### src/rtl/uart_lcd_pkg.sv
// Shared constants for the UART-to-character-LCD bridge: HD44780 commands,
// write-cycle timing and the state encodings of the receiver and LCD sequencer.
package uart_lcd_pkg;

    localparam logic [7:0] CMD_FUNC_SET = 8'h38;
    localparam logic [7:0] CMD_DISP_ON  = 8'h0C;
    localparam logic [7:0] CMD_CLEAR    = 8'h01;
    localparam logic [7:0] CMD_ENTRY    = 8'h06;
    localparam logic [7:0] CMD_LINE1    = 8'h80;
    localparam logic [7:0] CMD_LINE2    = 8'hC0;

    localparam int T_SETUP    = 5;
    localparam int T_PULSE    = 50;
    localparam int T_HOLD     = 5;
    localparam int T_WAIT_WR  = 5_000;
    localparam int T_WAIT_CLR = 200_000;

    typedef enum logic [2:0] {
        PWRUP, INIT_CMD, WR_SETUP, WR_PULSE, WR_HOLD, WR_WAIT, IDLE, LINE_CMD
    } lcd_state_t;

    typedef enum logic [1:0] {RX_IDLE, RX_START, RX_DATA, RX_STOP} rx_state_t;

    function automatic logic [7:0] init_cmd(input logic [1:0] idx);
        case (idx)
            2'd0:    return CMD_FUNC_SET;
            2'd1:    return CMD_DISP_ON;
            2'd2:    return CMD_CLEAR;
            default: return CMD_ENTRY;
        endcase
    endfunction

endpackage

### src/rtl/uart_rx.sv
// 8N1 UART receiver: two-flop synchroniser, half-bit start validation,
// centre sampling, one-cycle valid pulse for frames with a good stop bit.
module uart_rx #(
    parameter int CLKS_PER_BIT = 10416
) (
    input  logic       clk,
    input  logic       reset,
    input  logic       rxd,
    output logic [7:0] data,
    output logic       valid
);
    import uart_lcd_pkg::*;

    localparam int HALF = CLKS_PER_BIT / 2;
    localparam int CW   = $clog2(CLKS_PER_BIT + 1);

    logic          rxd_p0, rxd_p1, rxd_p2;
    rx_state_t     state, state_n;
    logic [CW-1:0] cnt, cnt_n;
    logic [2:0]    bit_idx, bit_idx_n;
    logic [7:0]    shift, shift_n;
    logic          valid_n;

    always_ff @(posedge clk) begin
        if (reset) begin
            rxd_p0  <= 1'b1;
            rxd_p1  <= 1'b1;
            rxd_p2  <= 1'b1;
            state   <= RX_IDLE;
            cnt     <= '0;
            bit_idx <= '0;
            valid   <= 1'b0;
        end else begin
            rxd_p0  <= rxd;
            rxd_p1  <= rxd_p0;
            rxd_p2  <= rxd_p1;
            state   <= state_n;
            cnt     <= cnt_n;
            bit_idx <= bit_idx_n;
            valid   <= valid_n;
        end
    end

    always_ff @(posedge clk) begin
        shift <= shift_n;
    end

    assign data = shift;

    always_comb begin
        state_n   = state;
        cnt_n     = cnt;
        bit_idx_n = bit_idx;
        shift_n   = shift;
        valid_n   = 1'b0;
        case (state)
            RX_IDLE: begin
                cnt_n     = '0;
                bit_idx_n = '0;
                if (rxd_p2 && !rxd_p1)
                    state_n = RX_START;
            end
            // A low that does not survive to mid-bit is a glitch, not a start bit
            RX_START: begin
                if (cnt == CW'(HALF - 1)) begin
                    cnt_n   = '0;
                    state_n = rxd_p1 ? RX_IDLE : RX_DATA;
                end else begin
                    cnt_n = cnt + 1'b1;
                end
            end
            RX_DATA: begin
                if (cnt == CW'(CLKS_PER_BIT - 1)) begin
                    cnt_n     = '0;
                    shift_n   = {rxd_p1, shift[7:1]};
                    bit_idx_n = bit_idx + 3'd1;
                    if (bit_idx == 3'd7)
                        state_n = RX_STOP;
                end else begin
                    cnt_n = cnt + 1'b1;
                end
            end
            default: begin
                if (cnt == CW'(CLKS_PER_BIT - 1)) begin
                    cnt_n   = '0;
                    valid_n = rxd_p1;
                    state_n = RX_IDLE;
                end else begin
                    cnt_n = cnt + 1'b1;
                end
            end
        endcase
    end

endmodule

### src/rtl/uart_zu_lcd.sv
// UART-to-HD44780 bridge: initialises the LCD after power-up, then writes each
// received byte as a character, moving to line 2 at column 16 and home at 32.
module uart_zu_lcd #(
    parameter int CLK_HZ     = 100_000_000,
    parameter int BAUD       = 9600,
    parameter int T_POWERUP  = 1_500_000,
    parameter int T_WR_WAIT  = uart_lcd_pkg::T_WAIT_WR,
    parameter int T_CLR_WAIT = uart_lcd_pkg::T_WAIT_CLR
) (
    input  logic       clk,
    input  logic       reset,
    input  logic       RXD,
    output logic [7:0] DB,
    output logic       E,
    output logic       RW,
    output logic       RS
);
    import uart_lcd_pkg::*;

    localparam int CLKS_PER_BIT = CLK_HZ / BAUD;

    logic [7:0]  rx_data, pend_data;
    logic        rx_valid, pend_vld, pend_take;
    lcd_state_t  state, state_n;
    logic [31:0] cnt, cnt_n, wait_len, wait_len_n;
    logic [1:0]  init_idx, init_idx_n;
    logic        init_done, init_done_n;
    logic [4:0]  col, col_n;
    logic        line_pend, line_pend_n;
    logic [7:0]  db_n;
    logic        rs_n, e_n;

    uart_rx #(.CLKS_PER_BIT(CLKS_PER_BIT)) u_rx (
        .clk   (clk),
        .reset (reset),
        .rxd   (RXD),
        .data  (rx_data),
        .valid (rx_valid)
    );

    assign RW = 1'b0;

    always_ff @(posedge clk) begin
        if (reset) begin
            state     <= PWRUP;
            cnt       <= '0;
            wait_len  <= '0;
            init_idx  <= '0;
            init_done <= 1'b0;
            col       <= '0;
            line_pend <= 1'b0;
            DB        <= 8'h00;
            RS        <= 1'b0;
            E         <= 1'b0;
            pend_vld  <= 1'b0;
        end else begin
            state     <= state_n;
            cnt       <= cnt_n;
            wait_len  <= wait_len_n;
            init_idx  <= init_idx_n;
            init_done <= init_done_n;
            col       <= col_n;
            line_pend <= line_pend_n;
            DB        <= db_n;
            RS        <= rs_n;
            E         <= e_n;
            // A byte landing on the same cycle the old one is taken must survive
            if (rx_valid)
                pend_vld <= 1'b1;
            else if (pend_take)
                pend_vld <= 1'b0;
        end
    end

    always_ff @(posedge clk) begin
        if (rx_valid)
            pend_data <= rx_data;
    end

    always_comb begin
        state_n     = state;
        cnt_n       = cnt;
        wait_len_n  = wait_len;
        init_idx_n  = init_idx;
        init_done_n = init_done;
        col_n       = col;
        line_pend_n = line_pend;
        db_n        = DB;
        rs_n        = RS;
        e_n         = 1'b0;
        pend_take   = 1'b0;
        case (state)
            PWRUP: begin
                cnt_n = cnt + 32'd1;
                if (cnt == 32'(T_POWERUP - 1)) begin
                    cnt_n   = '0;
                    state_n = INIT_CMD;
                end
            end
            INIT_CMD: begin
                db_n       = init_cmd(init_idx);
                rs_n       = 1'b0;
                wait_len_n = (init_idx == 2'd2) ? 32'(T_CLR_WAIT) : 32'(T_WR_WAIT);
                cnt_n      = '0;
                state_n    = WR_SETUP;
            end
            WR_SETUP: begin
                cnt_n = cnt + 32'd1;
                if (cnt == 32'(T_SETUP - 1)) begin
                    cnt_n   = '0;
                    e_n     = 1'b1;
                    state_n = WR_PULSE;
                end
            end
            WR_PULSE: begin
                e_n   = 1'b1;
                cnt_n = cnt + 32'd1;
                if (cnt == 32'(T_PULSE - 1)) begin
                    cnt_n   = '0;
                    e_n     = 1'b0;
                    state_n = WR_HOLD;
                end
            end
            WR_HOLD: begin
                cnt_n = cnt + 32'd1;
                if (cnt == 32'(T_HOLD - 1)) begin
                    cnt_n   = '0;
                    state_n = WR_WAIT;
                end
            end
            WR_WAIT: begin
                cnt_n = cnt + 32'd1;
                if (cnt == wait_len - 32'd1) begin
                    cnt_n = '0;
                    if (init_done) begin
                        state_n = IDLE;
                    end else if (init_idx == 2'd3) begin
                        init_done_n = 1'b1;
                        state_n     = IDLE;
                    end else begin
                        init_idx_n = init_idx + 2'd1;
                        state_n    = INIT_CMD;
                    end
                end
            end
            // line_pend marks that the next character starts a new line
            IDLE: begin
                if (pend_vld) begin
                    if (line_pend) begin
                        state_n = LINE_CMD;
                    end else begin
                        db_n        = pend_data;
                        rs_n        = 1'b1;
                        pend_take   = 1'b1;
                        line_pend_n = (col == 5'd15) || (col == 5'd31);
                        col_n       = col + 5'd1;
                        wait_len_n  = 32'(T_WR_WAIT);
                        cnt_n       = '0;
                        state_n     = WR_SETUP;
                    end
                end
            end
            default: begin
                db_n        = (col == 5'd0) ? CMD_LINE1 : CMD_LINE2;
                rs_n        = 1'b0;
                line_pend_n = 1'b0;
                wait_len_n  = 32'(T_WR_WAIT);
                cnt_n       = '0;
                state_n     = WR_SETUP;
            end
        endcase
    end

endmodule

### config.mk
export PLATFORM = sky130hd
export DESIGN_NAME = uart_zu_lcd
export DESIGN_NICKNAME = d
export VERILOG_FILES = /design/src/rtl/uart_lcd_pkg.sv /design/src/rtl/uart_rx.sv /design/src/rtl/uart_zu_lcd.sv
export SDC_FILE = /design/constraint.sdc
export NUM_CORES = 1
export LEC_CHECK = 0
export ABC_AREA = 1
export CORE_ASPECT_RATIO = 2
export CORE_MARGIN = 2
export CORE_UTILIZATION = 30
export CTS_BUF_LIST = sky130_fd_sc_hd__clkbuf_4 sky130_fd_sc_hd__clkbuf_8
export CTS_CLUSTER_SIZE = 30
export DETAILED_ROUTE_END_ITERATION = 8
export PLACE_DENSITY = 0.45
export SLEW_MARGIN = 20
export SYNTH_ARGS = -nofsm -noshare
export SYNTH_HDL_FRONTEND = slang
export SYNTH_SLANG_ARGS = --single-unit
### constraint.sdc
create_clock -name clk -period 3 [get_ports clk]
set_clock_uncertainty 0.05 [all_clocks]
set_input_delay 0.3 -clock clk [delete_from_list [all_inputs] [get_ports clk]]
set_output_delay 0.3 -clock clk [all_outputs]
set_load 0.05 [all_outputs]
* Word-level counts from Yosys, hierarchy flattened
Index checks and enable logic that the tools add are counted.
** Word-level totals
- Bits in registers :: 126
- Bits in latches :: 0
- RAM bits :: 0
- ROM bits :: 0
- Bits of input ports :: 3
- Logic and storage cells :: 141
- Memories kept :: 0
** Operators by class
- Add/sub/neg operators :: 6
- Multiply operators :: 0
- Div/mod/pow operators :: 0
- $lt $le $gt $ge :: 0
- Equality and inequality tests :: 31
- Shifts and indexed selects :: 0
- Multiplexer cells :: 54
- Bitwise gates (word level) :: 6
- Reduce and logical (&&, ||, !) cells :: 24
** Operators with widths (number)
- $mux W32 :: 8
- $pmux W32 S5 :: 1
- $pmux W32 S3 :: 1
- $add A32 B1 Y32 const B :: 1
- $eq A32 B21 Y1 const B :: 1
- $eq A32 B3 Y1 const B :: 1
- $eq A32 B32 Y1 :: 1
- $eq A32 B6 Y1 const B :: 1
- $sub A32 B1 Y32 const B :: 1
- $mux W3 :: 10
- $mux W14 :: 2
- $pmux W14 S2 :: 1
- $pmux W8 S3 :: 1
- $mux W18 :: 1
- $pmux W3 S6 :: 1
- $pmux W6 S3 :: 1
- $mux W8 :: 2
- $add A14 B1 Y14 const B :: 1
- $eq A14 B13 Y1 const B :: 1
- $eq A14 B14 Y1 const B :: 1
- $ne A2 B2 Y1 const B :: 7
- $mux W1 :: 13
- $eq A3 B3 Y1 const B :: 4
- $mux W2 :: 6
- other kinds (31) :: 53

* Longest topological paths before layout
- Depth after elaboration :: 5
- Mapped depth :: 19
- Gate-level depth less buffers :: 18

* Hierarchy
Synthesis repeated with hierarchy kept, for this count alone.
** Unflattened totals
- Cell total of the unflattened synthesis :: 860
- Area, all modules :: 5846.9 µm²
** By module, submodules not included
- uart_zu_lcd :: times used 1, cells an instance 685, area each 4403.0 µm², sequential area each 1401.3 µm²
- uart_rx :: times used 1, cells an instance 175, area each 1443.9 µm², sequential area each 700.7 µm²

* Least setup slack after synthesis
OpenSTA, ideal clock, no wires.
- Path type :: reg2reg
- From :: register wait_len[16]
- To :: register cnt[15]
- Setup time :: 0.132 ns
- Arrival :: 2.109 ns
- Data required time :: 2.818 ns
- Setup slack :: 0.709 ns
- Stages on the path, launching flop included :: 17
- Path buffers :: 3
- Period minus slack after synthesis :: 2.291 ns
- Cell sequence :: dfxtp_1 inv_2 buf_4 ha_1 buf_2 o21ai_2 nand2_1 xor2_1 nor2_1 nand2_1 nor2_1 nand2_1 nand2_2 nand2_2 buf_4 nand2_1 a21oi_1
** Between the ends
- Word-level cells in the longest chain between the ends :: 4
** Ends and longest elaborated chain
- from (decl) :: RTL line uart_zu_lcd.sv:25 : logic [31:0] cnt, cnt_n, wait_len, wait_len_n;
- from (signal assigned) :: RTL line uart_zu_lcd.sv:59 : wait_len <= wait_len_n;
- $sub A32 B1 Y32 :: RTL line uart_zu_lcd.sv:133 : if (cnt == wait_len - 32'd1) begin
- $eq A32 B32 Y1 :: RTL line uart_zu_lcd.sv:133
- $mux W32 :: RTL line uart_zu_lcd.sv:133
- $pmux W32 S5 :: RTL line uart_zu_lcd.sv:92 : case (state)
- to (signal assigned) :: RTL line uart_zu_lcd.sv:58 : cnt <= cnt_n;
- to (decl) :: RTL line uart_zu_lcd.sv:25
No other way between the ends.
A chain may end at the register's enable or synchronous reset.

* Final worst setup path
- From :: register wait_len[16]
- To :: register cnt[4]
Same word-level chain as after synthesis.

==> metrics.csv <==
metric,value,unit
max_slew_margin,50.35,%
power_leakage,2.533,nW
clk_latency,0.40,ns
synth_top_area_share,28.88,%
synthCells,804,
rows,70,
setup_tns,0,ns
dp_cells,1024,
slew_violations,0,
nNetsFinal,841,
end_kind,flip-flop,
grt_pass1_wl,25.93,mm
setup_ws,0.3374,ns
syn_avg_cell_area,6.983,um2
totalWireLength,16.19,mm
finalHoldViolations,0,
fin_crit,2.663,ns
setup_viol,0,
dpl_worst_slack,0.3370,ns
clock_path_buffers,2,
synth_commonest_cells,"201 x nand2_1, 107 x inv_1, 81 x dfxtp_1, 81 x nor2_1, 57 x a21oi_1",
routedWlPerCell,15.57,um
worstPathCellList,inv_2 -> buf_4 -> ha_1 -> inv_1 -> nand2_2 -> nand2_2 -> nand2_2 -> nand2_1 -> o21ai_1 -> nor2_1 -> nand2_1 -> nor2_1 -> nand2_1 -> nand2_2 -> nand2_2 -> buf_4 -> nand2_1 -> nand2_1 -> nand2_1 -> inv_1,
viasPerCell,4.819,
clock-sinks,97,
start_kind,flip-flop,
antenna_found_initial,0,
grt_util_all_layers,17.31,%
p_per_area,470.0,nW/um2
io_pins,14,
grt_pass1_vias,5172,
dr_total_vias,5012,
slowest_stage,dfxtp_1,
seq_area_frac_synth,37.44,%
tritoncts,built,
r2r_slack,0.34,ns
synthDistinctLibCells,43,
cap_violations,0,
crit_top_cell,nand2_1,
dp_hpwl,12.70,mm
synth.most_common_cell,nand2_1,
critPathTopFamily,simple AND/OR/NAND/NOR gates,
async_flop_share,0,%
synthFlopType,dfxtp_1,
path_max_fanout,18,
status,"finished, final reports clean",
yosys.area.top_type,dfxtp_1,
place.gp.congestion,0.8827,
required,3.26,ns
r2r_start,wait_len[16],
netlist_area,5614,um2
dr.pass1.iters,5,
cts_setup_buffers,0,
hold_depth,2,
synth.area.top_cells,"dfxtp_1 29%, nand2_1 13%, edfxtp_1 8.6%, inv_1 7.2%, nor2_1 5.4%",
critPathCapture,cnt[4],
max_freq,0.3756,GHz
rsz0062_at_grt,no,
area_growth,10.10,%
numCtsBuffers,9,
synth_edf_count,16,
cp_num_cells,20,
drt_iter0_markers,177,
grt_max_degree,32,
syn-num-nets,826,
h-tree-depth,3,
drc,0,
die_x,100.7,um
ff2ff_path_depth,20,
overflow,0,
die-area,19890,um2
reg2reg_to,cnt[4],
finalNonFillerCells,1040,
nFillCells,2013,
antenna-diode-count,0,
worst_ep_arrival_time,2.93,ns
startpoint,wait_len[16],
die_h,197.5,um
cts_resized,0,
ys_warn_count,0,
drive_gt1_share,8.495,%
cts_hold_buffers,0,
ant_nets,0,
hp-class,primary input to flip-flop,
root_buffer,clkbuf_8,
worst-path-buf-inv,5,
ir_drop,0.0003371,V
ys_seq_elements,97,
io_buffers,12,
max_stage_delay,0.47,ns
core-area,18310,um2
crit_type,flip-flop to flip-flop,
clk_pin_slew,0.11,ns
initial_core_util,30.67,%
worstMarginPinSlew,0.7439,ns
min_period_over_period,88.75,%
[cell usage in the layout (no fill, tap or decap), types with 4 or more instances in the layout]
master | netlist | layout
a21oi_1 | 57 | 57
a31oi_1 | 7 | 7
clkbuf_8 | 0 | 9
inv_2 | 6 | 6
nor2_4 | 5 | 5
clkdlybuf4s50_1 | 0 | 11
ha_1 | 19 | 19
inv_1 | 107 | 107
nor4_1 | 6 | 6
o21ai_0 | 23 | 23
nand2_1 | 201 | 201
nor3_1 | 27 | 27
edfxtp_1 | 16 | 16
xor2_1 | 29 | 29
nand4_1 | 15 | 15
nor2_1 | 81 | 81
nand3_1 | 48 | 48
buf_4 | 4 | 15
o21ai_1 | 5 | 5
nand2_2 | 8 | 8
a22oi_1 | 4 | 4
dfxtp_1 | 81 | 81
[cell families (layout without fill, tap and decap cells)]
logic type	Yosys count	count (layout)	share of synthesized area, %
and+or+nand+nor	411	411	33.18
DFF	97	97	37.44
xor gates and xnor gates	30	30	4.680
AOI/OAI and AO/OA	106	106	10.39
other	1	1	0.06680
adders and majority gates	19	19	4.234
buffers and inverters	140	160	10.01
[worst min-delay path by stage]
stage | from | end | slack, ns
global placement | u_rx.rxd_p0 | u_rx.rxd_p1 | 0.35
CTS | reset | pend_vld | 0.29
finish | reset | pend_vld | 0.28
floorplan | u_rx.rxd_p0 | u_rx.rxd_p1 | 0.34
detailed placement | u_rx.rxd_p0 | u_rx.rxd_p1 | 0.35
global route | reset | pend_vld | 0.31
[final cells by class]
class | count | area [um2] | area share (%)
Timing Repair Buffer | 27 | 227.7 | 3.684
Sequential cell | 97 | 2102 | 34.01
Tap cell | 216 | 270.3 | 4.372
Multi-Input combinational cell | 567 | 2950 | 47.73
Clock inverter | 7 | 60.06 | 0.9717
Inverter | 117 | 446.7 | 7.227
Clock buffer | 9 | 123.9 | 2.004
[metrics by stage]
| stage | hold WS [ns] | util [%] | area (um2) | total power [mW] |
|---|---|---|---|---|
| 2_1_floorplan | 0.3395 | - | 5614 | 1.920 |
| 3_3_place_gp | 0.3475 | 32.76 | 5997 | 2.084 |
| 3_5_place_dp | 0.3484 | 32.76 | 5997 | 2.082 |
| 4_1_cts | 0.2883 | 33.77 | 6181 | 2.958 |
| 5_1_grt | 0.3105 | 33.77 | 6181 | 3.077 |
| 6_report | 0.2792 | 33.77 | 6181 | 2.905 |
[routing by layer]
layer	up-vias	track usage (%)	wire, um
li1	2607	-	-
met1	2306	14.76	5465
met2	61	35.43	9552
met3	38	1.875	223
met4	0	11.36	951
met5	-	0	0
[registers in the layout, indices dropped and copies added, names as in the netlist, 2 cells and up]
| signal | cells |
|---|---|
| col | 5 |
| u_rx.state | 2 |
| u_rx.cnt | 14 |
| state | 3 |
| pend_data | 8 |
| DB | 8 |
| wait_len | 3 |
| u_rx.bit_idx | 3 |
| cnt | 32 |
| u_rx.data | 8 |
| init_idx | 2 |
[worst register-to-register path, stage by stage, from the launching register on]
cell and delay (ns):
dfxtp_1 0.47, inv_2 0.07, buf_4 0.19, ha_1 0.26, inv_1 0.10, nand2_2 0.10
nand2_2 0.14, nand2_2 0.08, nand2_1 0.06, o21ai_1 0.06, nor2_1 0.09, nand2_1 0.07
nor2_1 0.14, nand2_1 0.10, nand2_2 0.11, nand2_2 0.06, buf_4 0.21, nand2_1 0.09
nand2_1 0.04, nand2_1 0.05, inv_1 0.05
[report_power, final]
group / internal (mW) / switching [mW] / leakage (nW)
Combinational: 0.200 / 0.447 / 1.64
Sequential: 1.35 / 0.0387 / 0.797
Clock: 0.318 / 0.549 / 0.0917
(Power assumes the default switching activity.)
